[src/rtl/systolic_stream_ctrl_pkg.sv]
// Shared types and latency helper for the systolic stream controller.
package systolic_stream_ctrl_pkg;

    typedef enum logic [1:0] {
        IDLE  = 2'd0,
        FEED  = 2'd1,
        DRAIN = 2'd2,
        DONE  = 2'd3
    } state_t;

    // Edges from row acceptance to the aligned result appearing at out_data.
    function automatic int out_latency(input int array_lat, input int k);
        return array_lat + k;
    endfunction

endpackage

[src/rtl/skew_line.sv]
// Fixed-depth per-lane delay line; DEPTH=0 is a plain wire.
module skew_line #(
    parameter int DEPTH      = 1,
    parameter int DATA_WIDTH = 8
) (
    input  logic                  clk,
    input  logic                  rst,
    input  logic [DATA_WIDTH-1:0] d_i,
    output logic [DATA_WIDTH-1:0] q_o
);

    generate
        if (DEPTH == 0) begin : g_pass
            logic unused_clk_rst;
            assign unused_clk_rst = clk ^ rst;
            assign q_o = d_i;
        end else begin : g_delay
            logic [DATA_WIDTH-1:0] stage_q [DEPTH];

            always_ff @(posedge clk) begin
                if (rst) begin
                    for (int i = 0; i < DEPTH; i++) begin
                        stage_q[i] <= '0;
                    end
                end else begin
                    stage_q[0] <= d_i;
                    for (int i = 1; i < DEPTH; i++) begin
                        stage_q[i] <= stage_q[i-1];
                    end
                end
            end

            assign q_o = stage_q[DEPTH-1];
        end
    endgenerate

endmodule

[src/rtl/systolic_stream_ctrl.sv]
// Job controller for a systolic array: latches weights, skews X rows into the
// array, deskews Y rows back out and frames the job with out_last/done.
module systolic_stream_ctrl
    import systolic_stream_ctrl_pkg::*;
#(
    parameter int M          = 5,
    parameter int N          = 3,
    parameter int K          = 4,
    parameter int DATA_WIDTH = 8,
    parameter int ARRAY_LAT  = 3
) (
    input  logic                      clk,
    input  logic                      rst,
    input  logic                      start,
    input  logic [DATA_WIDTH*N*K-1:0] w_in,
    input  logic                      in_valid,
    output logic                      in_ready,
    input  logic [DATA_WIDTH*N-1:0]   in_data,
    output logic [DATA_WIDTH*N-1:0]   arr_x,
    output logic [DATA_WIDTH*N*K-1:0] arr_w,
    input  logic [DATA_WIDTH*K-1:0]   arr_y,
    output logic                      out_valid,
    output logic [DATA_WIDTH*K-1:0]   out_data,
    output logic                      out_last,
    output logic                      done
);

    localparam int LAT = out_latency(ARRAY_LAT, K);
    localparam int CW  = (M > 1) ? $clog2(M) : 1;

    state_t                      state_q;
    logic [CW-1:0]               row_cnt_q;
    logic [CW-1:0]               out_cnt_q;
    logic [DATA_WIDTH*N*K-1:0]   w_q;
    logic [DATA_WIDTH*N-1:0]     row_q, row_d;
    logic [LAT-1:0]              vld_q, vld_d;
    logic [DATA_WIDTH*K-1:0]     y_aligned;
    logic                        accept;
    logic                        row_last;

    assign accept    = (state_q == FEED) && in_valid;
    assign row_last  = (row_cnt_q == CW'(M - 1));
    assign in_ready  = (state_q == FEED);
    assign done      = (state_q == DONE);
    assign arr_w     = w_q;
    assign out_valid = vld_q[LAT-1];
    assign out_last  = out_valid && (out_cnt_q == CW'(M - 1));
    assign out_data  = out_valid ? y_aligned : '0;

    // Non-accept cycles feed a zero row so bubbles travel through the skew.
    assign row_d = accept ? in_data : '0;
    assign vld_d = {vld_q[LAT-2:0], accept};

    always_ff @(posedge clk) begin
        if (rst) begin
            state_q   <= IDLE;
            row_cnt_q <= '0;
            out_cnt_q <= '0;
            w_q       <= '0;
        end else begin
            case (state_q)
                IDLE: begin
                    if (start) begin
                        state_q   <= FEED;
                        w_q       <= w_in;
                        row_cnt_q <= '0;
                    end
                end
                FEED: begin
                    if (in_valid) begin
                        if (row_last) begin
                            state_q   <= DRAIN;
                            row_cnt_q <= '0;
                        end else begin
                            row_cnt_q <= row_cnt_q + 1'b1;
                        end
                    end
                end
                DRAIN: begin
                    if (out_last) begin
                        state_q <= DONE;
                    end
                end
                DONE:    state_q <= IDLE;
                default: state_q <= IDLE;
            endcase
            if (out_valid) begin
                out_cnt_q <= out_last ? '0 : out_cnt_q + 1'b1;
            end
        end
    end

    always_ff @(posedge clk) begin
        if (rst) begin
            row_q <= '0;
            vld_q <= '0;
        end else begin
            row_q <= row_d;
            vld_q <= vld_d;
        end
    end

    genvar gi;
    generate
        for (gi = 0; gi < N; gi++) begin : g_skew
            skew_line #(
                .DEPTH      (gi),
                .DATA_WIDTH (DATA_WIDTH)
            ) u_skew (
                .clk (clk),
                .rst (rst),
                .d_i (row_q[gi*DATA_WIDTH +: DATA_WIDTH]),
                .q_o (arr_x[gi*DATA_WIDTH +: DATA_WIDTH])
            );
        end

        // Lane j leaves the array j cycles after lane 0; pad so all lanes meet lane K-1.
        for (gi = 0; gi < K; gi++) begin : g_deskew
            skew_line #(
                .DEPTH      (K - 1 - gi),
                .DATA_WIDTH (DATA_WIDTH)
            ) u_deskew (
                .clk (clk),
                .rst (rst),
                .d_i (arr_y[gi*DATA_WIDTH +: DATA_WIDTH]),
                .q_o (y_aligned[gi*DATA_WIDTH +: DATA_WIDTH])
            );
        end
    endgenerate

endmodule

[config.mk]
export PLATFORM = sky130hd
export DESIGN_NAME = systolic_stream_ctrl
export DESIGN_NICKNAME = d
export VERILOG_FILES = /design/src/rtl/systolic_stream_ctrl_pkg.sv /design/src/rtl/skew_line.sv /design/src/rtl/systolic_stream_ctrl.sv
export SDC_FILE = /design/constraint.sdc
export NUM_CORES = 1
export LEC_CHECK = 0
export BUFFER_PORTS_ARGS = -buffer_cell sky130_fd_sc_hd__clkbuf_2
export CORE_MARGIN = 2
export CORE_UTILIZATION = 50
export CTS_CLUSTER_SIZE = 12
export DETAILED_ROUTE_END_ITERATION = 7
export GPL_TIMING_DRIVEN = 0
export HOLD_SLACK_MARGIN = 0.02
export PLACE_DENSITY = 0.84
export SLEW_MARGIN = 0
export SYNTH_ARGS = -nofsm -noshare
export SYNTH_HDL_FRONTEND = slang
export SYNTH_HIERARCHICAL = 1
export SYNTH_SLANG_ARGS = --single-unit
[constraint.sdc]
create_clock -name clk -period 2.8 [get_ports clk]
set_clock_uncertainty 0.15 [all_clocks]
set_input_delay 0.14 -clock clk [delete_from_list [all_inputs] [get_ports clk]]
set_output_delay 0.14 -clock clk [all_outputs]
set_load 0.03 [all_outputs]
## Word level (Yosys, flattened, before mapping)

Memories as Yosys holds them, arrays and structs flattened.
Index checks and enable logic that the tools add are counted.

| cells by class | value |
|---|---|
| add/subtract/negate cells | 2 |
| equality and inequality tests | 9 |
| muxes and demuxes | 25 |
| bitwise operators | 8 |
| reductions and logical operators | 10 |

Operators by type and width:

| operator | number |
|---|---|
| 2-to-1 mux 8 bit | 9 |
| 2-to-1 mux 32 bit | 1 |
| OR reduction 8 bit | 2 |
| 2-to-1 mux 3 bit | 4 |
| 2-to-1 mux 2 bit | 4 |
| case mux 2 bit (4 select lines) | 1 |
| bitwise OR 1 bit | 7 |
| adder 3 x 1 -> 3 bit, second input constant | 2 |
| equality test 3 bit, second input constant | 2 |
| inequality test 2 bit, second input constant | 3 |
| case mux 3 bit (2 select lines) | 1 |
| 2-to-1 mux 1 bit | 5 |
| equality test 2 bit, second input constant | 2 |
| AND reduction 4 bit | 1 |
| AND reduction 3 bit | 1 |
| equality test 2 x 1 -> 1 bit, second input constant | 1 |
| logical AND 1 bit | 2 |
| logical NOT 2 bit | 1 |
| inequality test 2 x 1 -> 1 bit, second input constant | 1 |
| AND reduction 2 bit | 1 |
| nonzero test 2 bit | 1 |
| OR reduction 2 bit | 1 |
| inverter 1 bit | 1 |

| storage, ports and cells | value |
|---|---|
| flip-flop bits (word level) | 135 |
| bits in writable memories | 72 |
| input port bits | 156 |
| output and inout port bits | 156 |
| logic and storage cells | 65 |
| memories | 5 |

Memory list:

| memory | words | bits a word | read ports | clocked after Yosys merged registers in | wr ports | line | text |
|---|---|---|---|---|---|---|---|
| g_deskew[0].u_deskew.g_delay.stage_q | 3 | 8 | 3 | 0 | 3 | skew_line.sv:18 | `logic [DATA_WIDTH-1:0] stage_q [DEPTH];` |
| g_deskew[1].u_deskew.g_delay.stage_q | 2 | 8 | 2 | 0 | 2 | skew_line.sv:18 |  |
| g_skew[2].u_skew.g_delay.stage_q | 2 | 8 | 2 | 0 | 2 | skew_line.sv:18 |  |
| g_deskew[2].u_deskew.g_delay.stage_q | 1 | 8 | 1 | 0 | 1 | skew_line.sv:18 |  |
| g_skew[1].u_skew.g_delay.stage_q | 1 | 8 | 1 | 0 | 1 | skew_line.sv:18 |  |

## Longest topological paths before layout

| depth | value |
|---|---|
| depth after elaboration | 4 |
| depth in mapped cells | 8 |

## Hierarchy

The synthesis kept the hierarchy.

By module, submodules not included:

| module | instances | cells an instance | area each (um^2) | seq. area each (um^2) |
|---|---|---|---|---|
| systolic_stream_ctrl | 1 | 578 | 4,872.2 | 2,702.6 |
| skew_line (g_deskew[1].u_deskew ...) | 2 | 41 | 524.3 | 320.3 |
| skew_line (g_deskew[0].u_deskew) | 1 | 58 | 753.2 | 480.5 |
| skew_line (g_deskew[2].u_deskew ...) | 2 | 16 | 210.2 | 160.2 |
| skew_line (g_deskew[3].u_deskew ...) | 2 | 8 | 60.1 | 0.0 |

## Least setup slack after synthesis

Ideal clock, no wire load.

| path | value |
|---|---|
| path kind | reg2reg |
| start | register state_q[1] |
| end | register row_q[10] |
| library setup time | 0.059 ns |
| arrival | 1.502 ns |
| required time | 2.591 ns |
| slack | 1.088 ns |
| stages on the path, launching flop included | 7 |
| cell sequence | dfxtp_1 > inv_1 > ha_1 > nand2_1 > nor2_2 > clkbuf_1 > and2_1 |

| on the way | value |
|---|---|
| cells in the longest elaborated chain, start to end | 4 |

Ends and longest elaborated chain:

| what | line | text |
|---|---|---|
| start: declaration | systolic_stream_ctrl.sv:31 | `state_t state_q;` |
| start signal: assignment | systolic_stream_ctrl.sv:56 | `state_q <= IDLE;` |
| start signal: assignment | systolic_stream_ctrl.sv:64 | `state_q <= FEED;` |
| start signal: assignment | systolic_stream_ctrl.sv:72 | `state_q <= DRAIN;` |
| equality test 2 x 1 -> 1 bit | n/a |  |
| named net in_ready | systolic_stream_ctrl.sv:17 | `output logic in_ready,` |
| logical AND 1 bit | systolic_stream_ctrl.sv:41 | `assign accept = (state_q == FEED) && in_valid;` |
| inverter 1 bit (no source line) | n/a |  |
| OR reduction 2 bit (no source line) | n/a |  |
| end signal: assignment | systolic_stream_ctrl.sv:98 | `row_q <= row_d;` |
| end: declaration | systolic_stream_ctrl.sv:35 | `logic [DATA_WIDTH*N-1:0] row_q, row_d;` |

The timed path passes the listed nets, and every way through them passes these cells.
A chain may end at the register's enable or synchronous reset.

## Final worst setup path

| path | value |
|---|---|
| start | register state_q[1] |
| end | register row_q[2] |

| on the way | value |
|---|---|
| cells in the longest elaborated chain, start to end | 4 |

Ends and longest elaborated chain:

| what | line |
|---|---|
| equality test 2 x 1 -> 1 bit | systolic_stream_ctrl.sv:41 |
| logical AND 1 bit | systolic_stream_ctrl.sv:41 |
| inverter 1 bit (no source line) | n/a |
| OR reduction 2 bit (no source line) | n/a |

Every way passes these cells.

==> results.json <==
{
  "cellLeakagePower_nw": 5.27,
  "synth_edf_count": 0,
  "async_flop_share": 0,
  "tns_ns": 0,
  "hold_viol_final": 0,
  "cp_top_family": "buffers and inverters",
  "ctsHoldBuffers": 151,
  "period_needed_ns": 2.15,
  "critPathMaxFanout": 9,
  "finalSetupViolCount": 0,
  "initial_core_util": 0.516,
  "cts_tree": "done",
  "slew_viol_final": 0,
  "fp.dieW_um": 124,
  "rsz0062_at_grt": "false",
  "grt_pass1_vias": 7244,
  "drive_above_1_share": 0.351,
  "dr.first_iter.drc_count": 453,
  "timing.fmax_mhz": 464,
  "syn_nets": 931,
  "path_cells": "inv_1, ha_1, nand2_1, nor2_2, and2_1, dlygate4sd3_1",
  "avgSynthCellArea_sq_um": 9.42,
  "cp_slowest_cell": "dlygate4sd3_1",
  "htree_levels": 1,
  "grt_pass1_wl_mm": 35.1,
  "worst-path-buf-inv": 2,
  "area_growth_pct": 54.8,
  "ctsLongestPathBuffers": 3,
  "gp_congestion": 0.810,
  "post_cts_buffers": 0,
  "slew_headroom": 0.433,
  "criticalPathCategory": "register to register",
  "antenna_found_initial": 2,
  "synth_cell_types": 30,
  "yosys.area.top_type": "dfxtp_1",
  "num_io_pins": 312,
  "viasPerCell": 5.00,
  "rows": 43,
  "nets": 1409,
  "outcome": "finished, final reports clean",
  "synth_cells": 766,
  "overflow": 0,
  "vias": 7174,
  "slowest_delay_ns": 0.56,
  "die_h_um": 124,
  "synth_warnings": 6,
  "cts_made_buffers": 22,
  "synth_common_cells": "207 x dfxtp_1, 196 x nand2_1, 100 x a21oi_1, 55 x and2_1, 40 x buf_4",
  "crit_path_start_kind": "register",
  "place_hpwl_mm": 13.0,
  "post_cts_resized": 0,
  "netlist_area_sq_um": 7210,
  "clk_pin_slew_ns": 0.06,
  "dieArea_sq_um": 15400,
  "end_kind": "register",
  "post-route-period-util": 0.770,
  "synth-seq-cells": 207,
  "cts.sinks": 207,
  "cp_data_arrival_time_ns": 2.43,
  "ir_worst_vdd_v": 0.000555,
  "gr-usage-all-layers": 0.292,
  "grt_max_degree": 40,
  "core-area_sq_um": 14000,
  "synth_ff_type": "dfxtp_1",
  "yosys-top-cells-area": "dfxtp_1 57%, nand2_1 10%, a21oi_1 6.9%",
  "required_ns": 3.08,
  "io_buffers": 303,
  "drt_pass1_iterations": 7,
  "clockRootBuffer": "clkbuf_16",
  "drc": 0,
  "synth_top_area_share": 0.574,
  "yosysSeqAreaShare": 0.574,
  "wire_per_inst_um": 16.5,
  "cap_violations": 0,
  "drt_wl_total_mm": 23.6,
  "worst_slew_pin_slew_ns": 0.851,
  "yosys.cell_count.top_type": "dfxtp_1",
  "antenna_left": 0,
  "p_per_area_nw_per_um2": 772,
  "min_path_type": "input pin to register",
  "fin_util": 0.798,
  "clock_latency_ns": 0.49
}
[worst paths after layout]
kind                                                                              from  cells past startpoint                                                endpoint  slack [ns]
worst max register to register                                 state_q[1]$_SDFFE_PP0P_                      6                                     row_q[2]$_SDFF_PP0_        0.65
worst min register to register  g_deskew[0].u_deskew/g_delay.stage_q[0][15]$_SDFF_PP0_                      1  g_deskew[0].u_deskew/g_delay.stage_q[0][23]$_SDFF_PP0_        0.28
worst min-delay path                                                       in_data[15]                      3                                    row_q[15]$_SDFF_PP0_        0.25
worst max-delay path                                           state_q[1]$_SDFFE_PP0P_                      6                                     row_q[2]$_SDFF_PP0_        0.65
[through the flow]
stage / power, mW / hold slack (ns) / instance area, sq um / worst slack (ns) / instances
2_1_floorplan: 4.91 / 0.0616 / 7210 / 1.09 / 766
6_report: 8.62 / 0.250 / 11200 / 0.645 / 1436
3_5_place_dp: 5.56 / 0.191 / 8960 / 0.531 / 1249
3_3_place_gp: 5.52 / 0.189 / 8960 / 0.577 / 1249
4_1_cts: 8.52 / 0.235 / 11200 / 0.696 / 1434
5_1_grt: 8.98 / 0.257 / 11200 / 0.506 / 1436
[area by class of cell]
type                            instances  area, sq um
Antenna cell                            2         5.00
Clock buffer                           32          659
Fill cell                             796         2820
Buffer                                 83          552
Clock inverter                          2         35.0
Tap cell                              180          225
Inverter                                7         26.3
Sequential cell                       207         4140
Multi-Input combinational cell        469         2490
Timing Repair Buffer                  454         3030
[cells by family (layout without fill, tap and decap cells)]
family / count (synthesis) / after routing / share of synthesized area
AND/OR/NAND/NOR: 348 / 348 / 0.248
flip-flops: 207 / 207 / 0.574
AO/OA/AOI/OAI: 109 / 109 / 0.0782
buffers and inverters: 90 / 578 / 0.0801
adder cells (fa/ha/maj): 9 / 9 / 0.0156
multiplexers: 2 / 2 / 0.00277
XOR/XNOR: 1 / 1 / 0.00121
other: 0 / 2 / 0
[state kept, by name (all words and copies together), names as in the netlist]
name / count
row_cnt_q: 3
row_q: 24
state_q: 2
arr_w: 96
out_cnt_q: 3
g_skew.u_skew/g_delay.stage_q: 24
g_deskew.u_deskew/g_delay.stage_q: 48
vld_q: 7
[placed cells by master, fill, tap and decap left out, drive strengths merged, types with 3 or more instances in the layout]
cell / instances
clkbuf: 352
dfxtp: 207
nand2: 196
dlygate4sd3: 151
a21oi: 100
buf: 66
nor2b: 64
and2: 57
and2b: 16
ha: 9
inv: 7
nor2: 6
o21ai: 4
nor3: 3
nand3: 3
[worst register-to-register path: stages (launching register included)]
cell           delay [ns]
dfxtp_1              0.34
inv_1                0.10
ha_1                 0.35
nand2_1              0.11
nor2_2               0.28
and2_1               0.21
dlygate4sd3_1        0.56
[where the power goes]
| group | leakage [nW] | total (mW) | internal [mW] | switching (mW) |
|---|---|---|---|---|
| combinational | 3.23 | 2.36 | 0.813 | 1.54 |
| sequential | 1.69 | 3.47 | 3.28 | 0.186 |
| clock | 0.342 | 2.79 | 1.70 | 1.09 |
[layer usage]
metal,global-route usage,wire length [um],vias to the layer above
met5,0,0,-
met1,0.308,8410,3268
li1,-,-,3328
met2,0.532,12000,452
met3,0.0687,1920,126
met4,0.164,1300,0
Note: power is estimated with default switching activity, not from simulation.
